**config.mk**
```make
export PLATFORM = sky130hd
export DESIGN_NAME = display_scan_ctrl
export DESIGN_NICKNAME = d
export VERILOG_FILES = /design/src/rtl/display_scan_ctrl_pkg.sv /design/src/rtl/display_scan_ctrl_hex_to_7seg.sv /design/src/rtl/display_scan_ctrl.sv
export SDC_FILE = /design/constraint.sdc
export NUM_CORES = 1
export LEC_CHECK = 0
export ABC_AREA = 1
export CORE_MARGIN = 5
export CORE_UTILIZATION = 44
export CTS_CLUSTER_SIZE = 40
export DETAILED_ROUTE_END_ITERATION = 12
export PLACE_DENSITY_LB_ADDON = 0.05
export SYNTH_ARGS = -nofsm -noshare
export SYNTH_HDL_FRONTEND = slang
export SYNTH_HIERARCHICAL = 1
export SYNTH_SLANG_ARGS = --single-unit
```
**constraint.sdc**
```tcl
create_clock -name clk -period 7.2 [get_ports clk]
set_input_delay 1.44 -clock clk [delete_from_list [all_inputs] [get_ports clk]]
set_output_delay 1.44 -clock clk [all_outputs]
set_load 0.05 [all_outputs]
```
**src/rtl/display_scan_ctrl_pkg.sv**
```systemverilog
// Shared segment definitions for the two-digit scan controller:
// bit order, blank pattern and the hex 0-F pattern table.
package display_scan_ctrl_pkg;

  localparam int SEG_W = 7;

  typedef logic [SEG_W-1:0] seg_t;

  // Segment A sits in the MSB, G in the LSB.
  typedef struct packed {
    logic a;
    logic b;
    logic c;
    logic d;
    logic e;
    logic f;
    logic g;
  } seg_s;

  typedef enum logic {
    DIG_LO = 1'b0,
    DIG_HI = 1'b1
  } digit_e;

  localparam seg_t SEG_BLANK = 7'h00;

  localparam seg_t SEG_HEX_0 = 7'h7E;
  localparam seg_t SEG_HEX_1 = 7'h30;
  localparam seg_t SEG_HEX_2 = 7'h6D;
  localparam seg_t SEG_HEX_3 = 7'h79;
  localparam seg_t SEG_HEX_4 = 7'h33;
  localparam seg_t SEG_HEX_5 = 7'h5B;
  localparam seg_t SEG_HEX_6 = 7'h5F;
  localparam seg_t SEG_HEX_7 = 7'h70;
  localparam seg_t SEG_HEX_8 = 7'h7F;
  localparam seg_t SEG_HEX_9 = 7'h7B;
  localparam seg_t SEG_HEX_A = 7'h77;
  localparam seg_t SEG_HEX_B = 7'h1F;
  localparam seg_t SEG_HEX_C = 7'h4E;
  localparam seg_t SEG_HEX_D = 7'h3D;
  localparam seg_t SEG_HEX_E = 7'h4F;
  localparam seg_t SEG_HEX_F = 7'h47;

  localparam logic [15:0][SEG_W-1:0] SEG_LUT = {
    SEG_HEX_F, SEG_HEX_E, SEG_HEX_D, SEG_HEX_C,
    SEG_HEX_B, SEG_HEX_A, SEG_HEX_9, SEG_HEX_8,
    SEG_HEX_7, SEG_HEX_6, SEG_HEX_5, SEG_HEX_4,
    SEG_HEX_3, SEG_HEX_2, SEG_HEX_1, SEG_HEX_0
  };

endpackage

```
**src/rtl/display_scan_ctrl_hex_to_7seg.sv**
```systemverilog
// Purely combinational hex nibble to active-high seven-segment decoder.
module hex_to_7seg
  import display_scan_ctrl_pkg::*;
(
  input  logic [3:0]       i_hex,
  output logic [SEG_W-1:0] o_seg
);

  seg_s w_pat;

  assign w_pat = SEG_LUT[i_hex];
  assign o_seg = w_pat;

endmodule

```
**src/rtl/display_scan_ctrl.sv**
```systemverilog
// Two-digit seven-segment scan controller with anti-ghost blanking and a
// frame-aligned load handshake. Optional: LEADING_ZERO_BLANK_EN.
module display_scan_ctrl
  import display_scan_ctrl_pkg::*;
#(
  parameter int CLK_DIV      = 50000,
  parameter int BLANK_CYCLES = 2
) (
  input  logic             clk,
  input  logic             rst_n,
  input  logic             load,
  input  logic [3:0]       value_lo,
  input  logic [3:0]       value_hi,
  output logic             ready,
  output logic [SEG_W-1:0] seg,
  output logic             sel
);

  localparam int PW = $clog2(CLK_DIV);
  localparam int BW = (BLANK_CYCLES > 0) ? $clog2(BLANK_CYCLES + 1) : 1;
  localparam logic [PW-1:0] PRESC_LAST = PW'(CLK_DIV - 1);
  localparam logic [BW-1:0] BLANK_LOAD = BW'(BLANK_CYCLES);

  logic [PW-1:0]    r_presc;
  digit_e           r_sel;
  logic [BW-1:0]    r_blank;
  logic [3:0]       r_disp_lo, r_disp_hi;
  logic [3:0]       r_shad_lo, r_shad_hi;
  logic             r_ready;
  logic [SEG_W-1:0] r_seg;

  logic             w_term, w_apply, w_accept;
  digit_e           w_sel_nxt;
  logic [BW-1:0]    w_blank_nxt;
  logic [3:0]       w_lo_nxt, w_hi_nxt, w_digit;
  logic [SEG_W-1:0] w_pat, w_seg_nxt;

  assign w_term   = (r_presc == PRESC_LAST);
  // Shadow is only pending while ready is low, so apply and accept never collide.
  assign w_apply  = w_term && (r_sel == DIG_HI) && !r_ready;
  assign w_accept = load && r_ready;

  // The output register is loaded with what the next cycle must show.
  always_comb begin
    w_sel_nxt   = w_term ? digit_e'(~r_sel) : r_sel;
    w_blank_nxt = w_term ? BLANK_LOAD
                : ((r_blank != '0) ? (r_blank - BW'(1)) : '0);
    w_lo_nxt    = w_apply ? r_shad_lo : r_disp_lo;
    w_hi_nxt    = w_apply ? r_shad_hi : r_disp_hi;
    w_digit     = (w_sel_nxt == DIG_HI) ? w_hi_nxt : w_lo_nxt;
  end

  hex_to_7seg u_dec (
    .i_hex (w_digit),
    .o_seg (w_pat)
  );

  always_comb begin
    w_seg_nxt = w_pat;
    if (w_blank_nxt != '0) begin
      w_seg_nxt = SEG_BLANK;
    end
`ifdef LEADING_ZERO_BLANK_EN
    else if ((w_sel_nxt == DIG_HI) && (w_hi_nxt == 4'h0)) begin
      w_seg_nxt = SEG_BLANK;
    end
`endif
  end

  always_ff @(posedge clk or negedge rst_n) begin
    if (!rst_n) begin
      r_presc   <= '0;
      r_sel     <= DIG_LO;
      r_blank   <= BLANK_LOAD;
      r_disp_lo <= '0;
      r_disp_hi <= '0;
      r_shad_lo <= '0;
      r_shad_hi <= '0;
      r_ready   <= 1'b1;
      r_seg     <= SEG_BLANK;
    end else begin
      r_presc   <= w_term ? '0 : (r_presc + PW'(1));
      r_sel     <= w_sel_nxt;
      r_blank   <= w_blank_nxt;
      r_disp_lo <= w_lo_nxt;
      r_disp_hi <= w_hi_nxt;
      r_seg     <= w_seg_nxt;
      if (w_accept) begin
        r_shad_lo <= value_lo;
        r_shad_hi <= value_hi;
        r_ready   <= 1'b0;
      end else if (w_apply) begin
        r_ready   <= 1'b1;
      end
    end
  end

  assign ready = r_ready;
  assign seg   = r_seg;
  assign sel   = r_sel;

endmodule

```
Yosys cells after proc, flatten, opt, wreduce, memory -nomap -nowiden

Memory sizes are Yosys's and may differ from the RTL's.
Index checks and enable logic that the tools add are counted.

Latch bits: 0
Bits in read-only memories: 112
RAM bits: 0
Memories: 1
Register bits after elaboration: 43
Input port bits: 11
Logic and storage cells: 33

Memory list:

| name            | words | bits a word | read ports | clocked after Yosys merged registers in | wr ports | RTL line                            | RTL |
|---|---|---|---|---|---|---|---|
| (no name shown) | 16    | 7           | 1          | 0                                       | 0        | display_scan_ctrl_hex_to_7seg.sv:11 | `assign w_pat = SEG_LUT[i_hex];` |

Div/mod/pow operators: 0
$add $sub $neg: 2
Eq/ne operators: 1
Shifts and indexed selects: 0
Order comparisons: 1
Multiplexer cells: 11
Reduce and logical (&&, ||, !) cells: 7
Bitwise gates (word level): 1
Multipliers: 0

Operators with widths:

| operator              | count |
|---|---|
| $add 16x1->16 const B | 1 |
| $eq 16x16->1 const B  | 1 |
| $mux 16               | 1 |
| $mux 7                | 2 |
| $mux 4                | 3 |
| $reduce_bool 2->1     | 3 |
| $lt 4x5->1 const B    | 1 |
| $mux 2                | 2 |
| $logic_and 1x1->1     | 3 |
| $mux 1                | 3 |
| $sub 2x1->2 const B   | 1 |
| $logic_not 1->1       | 1 |
| $not 1->1             | 1 |

Logic depth before layout (Yosys ltp)

Depth in word-level cells: 8
Gate-level depth with buffers: 20

By module

The synthesis kept the hierarchy.

By module, submodules not included:

| module            | cells each | instances | area each (µm²) | seq. area each (µm²) |
|---|---|---|---|---|
| display_scan_ctrl | 219        | 1         | 1,961.9         | 1,078.5 |
| hex_to_7seg       | 52         | 1         | 270.3           | 0.0 |

Least setup slack after synthesis

No wires, ideal clock.

Path type: reg-to-reg
Start point: register r_presc[0]
End point: register r_seg[3], in the netlist seg[3]
Data arrival time: 2.656 ns
Stages on the path, launching flop included: 17
Data required time: 7.082 ns
Slack: 4.425 ns
Path buffers: 0
Clock period less this slack: 2.775 ns
Path through: dfrtp_1 ha_1 nand3_2 nor4_1 ha_1 nand2_1 nand2_1 o21ai_0 o21ai_0 inv_1 ha_1 nand2_1 o21ai_0 nand2_1 nand2_1 inv_1 nor2_1

Cells in the longest elaborated chain, start to end: 8
Elaborated cells between the ends (all ways): 12
Classes of those cells: eq/ne (1); mux (7); reduce/logical (3); memory (1)

Ends and longest elaborated chain:

| what                             | RTL line                                         | RTL |
|---|---|---|
| from (decl)                      | display_scan_ctrl.sv:24                          | `logic [PW-1:0] r_presc;` |
| from (signal assigned)           | display_scan_ctrl.sv:82                          | `r_presc <= w_term ? '0 : (r_presc + PW'(1));` |
| $eq 16x16->1 (*)                 | display_scan_ctrl.sv:38                          | `assign w_term = (r_presc == PRESC_LAST);` |
| $logic_and 1x1->1 (2 in series)  | display_scan_ctrl.sv:40                          | `assign w_apply = w_term && (r_sel == DIG_HI) && !r_ready;` |
| $mux 4, on equally long branches | display_scan_ctrl.sv:48, display_scan_ctrl.sv:49 |  |
| $mux 4 (*)                       | display_scan_ctrl.sv:50                          | `w_digit = (w_sel_nxt == DIG_HI) ? w_hi_nxt : w_lo_nxt;` |
| via w_digit[1]                   | display_scan_ctrl.sv:35                          | `logic [3:0] w_lo_nxt, w_hi_nxt, w_digit;` |
| $mem_v2 16x7 (*)                 | -                                                |  |
| $mux 7 (not written as such) (*) | display_scan_ctrl_hex_to_7seg.sv:11              |  |
| via w_pat[3]                     | display_scan_ctrl.sv:36                          | `logic [SEG_W-1:0] w_pat, w_seg_nxt;` |
| $mux 7 (*)                       | display_scan_ctrl.sv:60                          | `if (w_blank_nxt != '0) begin` |
| via w_seg_nxt[3]                 | display_scan_ctrl.sv:36                          |  |
| to (signal assigned)             | display_scan_ctrl.sv:87                          | `r_seg <= w_seg_nxt;` |
| to (decl)                        | display_scan_ctrl.sv:30                          | `logic [SEG_W-1:0] r_seg;` |

The timed path passes the listed nets; every way through them passes the cells marked *. The select of a mux whose other input is x is not followed.
A chain may end at the register's enable or synchronous reset.

Worst setup path after layout

Ends and elaborated chain as after synthesis.

==> run_results.csv <==
group,metric,value,unit
timing,tightest_slew,922,ps
die,core.rowCount,26,
yosys,synth_top_area_share,46.0,%
die,coreArea,0.00501,mm²
clock_network,insertion_delay,300,ps
global_route,overflow,0,
cells_and_area,seq_area,0.00108,mm²
clock_network,clkSlewWorstSetupHoldPaths,90,ps
route,first_pass_iters,4,
placement,portBuffers,19,
outcome,status,"complete, no violations",
global_route,grt_pass1_vias,1728,
placement,hpwlAfterDp,2.99,mm
critical_path,crit_path_start_kind,"flop",
pwr,power_switching,95.7,µW
pwr,p_seq_share,58.2,%
yosys,synth_top_cell_by_area,"dfrtp_1",
critical_path,path_class,"flop to flop",
global_route,grt_max_degree,44,
timing,rsz0062_at_grt,"false",
pwr,ir_drop,84.2,µV
route,wl,3.97,mm
pwr,combPwrFrac,3.3,%
cells_and_area,layout_common_cells,"nand2_1, inv_1, dfrtp_1",
yosys,synth_cell_types,27,
critical_path,crit_path_end_kind,"flop",
pwr,sw_frac_of_total,22.3,%
cells_and_area,final_util,51.9,%
route,drt_iter0_drc,49,
timing,fmax,0.294,GHz
timing,clock_skew,11.0,ps
yosys,synth_nets,291,
critical_path,cp_max_fo,13,
route,drc_errors,0,
yosys,seq_area_frac_synth,48.3,%
critical_path,rrSetupSlack,3800,ps
cells_and_area,fin_nets,316,
timing,min_period_over_period,47.2,%
clock_network,cts_buffer_depth,2,
cells_and_area,layout-drive-gt1-share,12.5,%
yosys,synthCells,271,
clock_network,postCtsHoldBufs,0,
die,dieArea,0.00660,mm²
clock_network,clockRootBuffer,"clkbuf_8",
placement,routabilityCongestion,0.769,
clock_network,ctsResizeCount,0,
critical_path,arrival,3580,ps
yosys,yosys_warnings,6,
timing,drv_slew,0,
route,drt-vias-per-instance,4.51,
timing,period_minus_slack,3400,ps
die,fp.dieH,81.2,µm
cells_and_area,nFillCells,506,
global_route,antenna_found_initial,0,
min_path,hp-class,"flop to flop",
yosys,synth.area.top_cells,"dfrtp_1, nand2_1, inv_1",
cells_and_area,multi_input_area,963,µm²
route,vias,1654,
die,io_pins,20,
pwr,p_int,333,µW
global_route,grt_usage,14.5,%
yosys,synth_seq_cells,43,
timing,setup_viol,0,
clock_network,htreeDepth,2,
clock_network,cts_tree,"done",
cells_and_area,area_growth,16.4,%
clock_network,cts_setup_buffers,0,
clock_network,clock-sinks,43,
clock_network,numCtsBuffers,5,
flow_run,max-cap-violations,0,
timing,hold_viol_final,0,
die,initial_utilization,44.6,%
pwr,pwr-share-clk,38.6,%
route,ant_nets,0,
pwr,p_leak,0.00134,µW
cells_and_area,layout_commonest_cell,"nand2_1",
critical_path,crit_required,7390,ps
yosys,synth_area,0.00223,mm²
pwr,power.density,165,mW/mm²
cells_and_area,antenna_cells,0,
yosys,syn_area_per_cell,8.24,µm²
timing,finalSetupTns,0,ps
timing,slew_headroom,38.5,%
global_route,grt_pass1_wl,7.40,mm
route,wl_per_cell,10.8,µm
die,die_w,81.2,µm
[synthesized netlist by cell type (all sizes together)]
master,n
a21oi,2
buf,2
clkinv,1
dfrtp,41
dfstp,2
ha,9
inv,46
mux2,8
nand2,79
nand3,19
nand4,4
nor2,32
nor2b,1
nor3,1
nor4,1
o21ai,15
o21bai,1
or2,1
xnor2,1
xor2,5
[worst max-delay path, stage by stage (launching register included)]
cell and delay [ps]:
dfrtp_1 390, ha_1 210, nand3_2 180, nor4_1 350, ha_1 300, nand2_1 270, nand2_1 120, o21ai_0 110
o21ai_0 440, inv_1 190, ha_1 310, nand2_1 90, o21ai_0 100, nand2_1 90, nand2_1 50, inv_1 50
nor2_1 40
[cells by family after synthesis]
logic type	count (synthesis)	synth area share (%)
AO/OA/AOI/OAI	18	4.15
XOR/XNOR	6	2.35
adder cells (fa/ha/maj)	9	5.04
buffers and inverters	49	8.52
flip-flops	43	48.3
multiplexers	8	4.04
AND/OR/NAND/NOR	138	27.6
[metal layers]
metal | vias to the layer above | wire length, µm | share of wire [%] | GRT usage (%)
met3 | 5 | 150 | 3.8 | 4.21
met4 | 0 | 55 | 1.4 | 4.56
met1 | 746 | 1830 | 46 | 17.0
met5 | - | 0 | 0 | 0
li1 | 882 | - | - | -
met2 | 21 | 1930 | 49 | 25.5
[per-stage QoR]
stage               hold WS (ps)  instances  setup slack [ps]  power (µW)  cell area (µm²)
finish                       475        367              3800         429             2600
global route                 501        367              3310         448             2600
CTS                          481        367              3780         436             2600
detailed placement           458        359              3800         269             2500
global placement             454        359              3960         269             2500
floorplan                    438        271              4430         257             2230
[power groups by stage]
stage	registers, µW	logic (µW)	clock network, µW
detailed placement	254	14.8	0
global route	250	16.5	181
global placement	254	14.6	0
floorplan	253	4.45	0
CTS	249	14.8	172
finish	249	14.0	165
[layout make-up]
class / instances / share of cell area, %
Multi-Input combinational cell: 179 / 37.1
Tap cell: 70 / 3.37
Inverter: 47 / 6.84
Timing Repair Buffer: 20 / 7.41
Clock inverter: 2 / 0.626
Sequential cell: 43 / 41.5
Clock buffer: 6 / 3.18
[worst paths after layout]
| path | startpoint | end | cells past startpoint |
|---|---|---|---|
| max reg2reg | r_presc[0] | seg[3] | 16 |
| min reg2reg | r_disp_hi[2] | r_disp_hi[2] | 2 |
| max in group asynchronous | rst_n | r_presc[9] | 1 |
| min | r_disp_hi[2] | r_disp_hi[2] | 2 |
| max | r_presc[0] | seg[3] | 16 |
| min in group asynchronous | rst_n | r_presc[0] | 1 |
[state kept, by name, summed over array words and instances (netlist names)]
| name | cells |
|---|---|
| r_shad_lo | 4 |
| r_disp_hi | 4 |
| r_shad_hi | 4 |
| r_disp_lo | 4 |
| r_presc | 16 |
| sel | 1 |
| ready | 1 |
| r_blank | 2 |
| seg | 7 |
No activity file was read; power rests on OpenSTA's default activity.
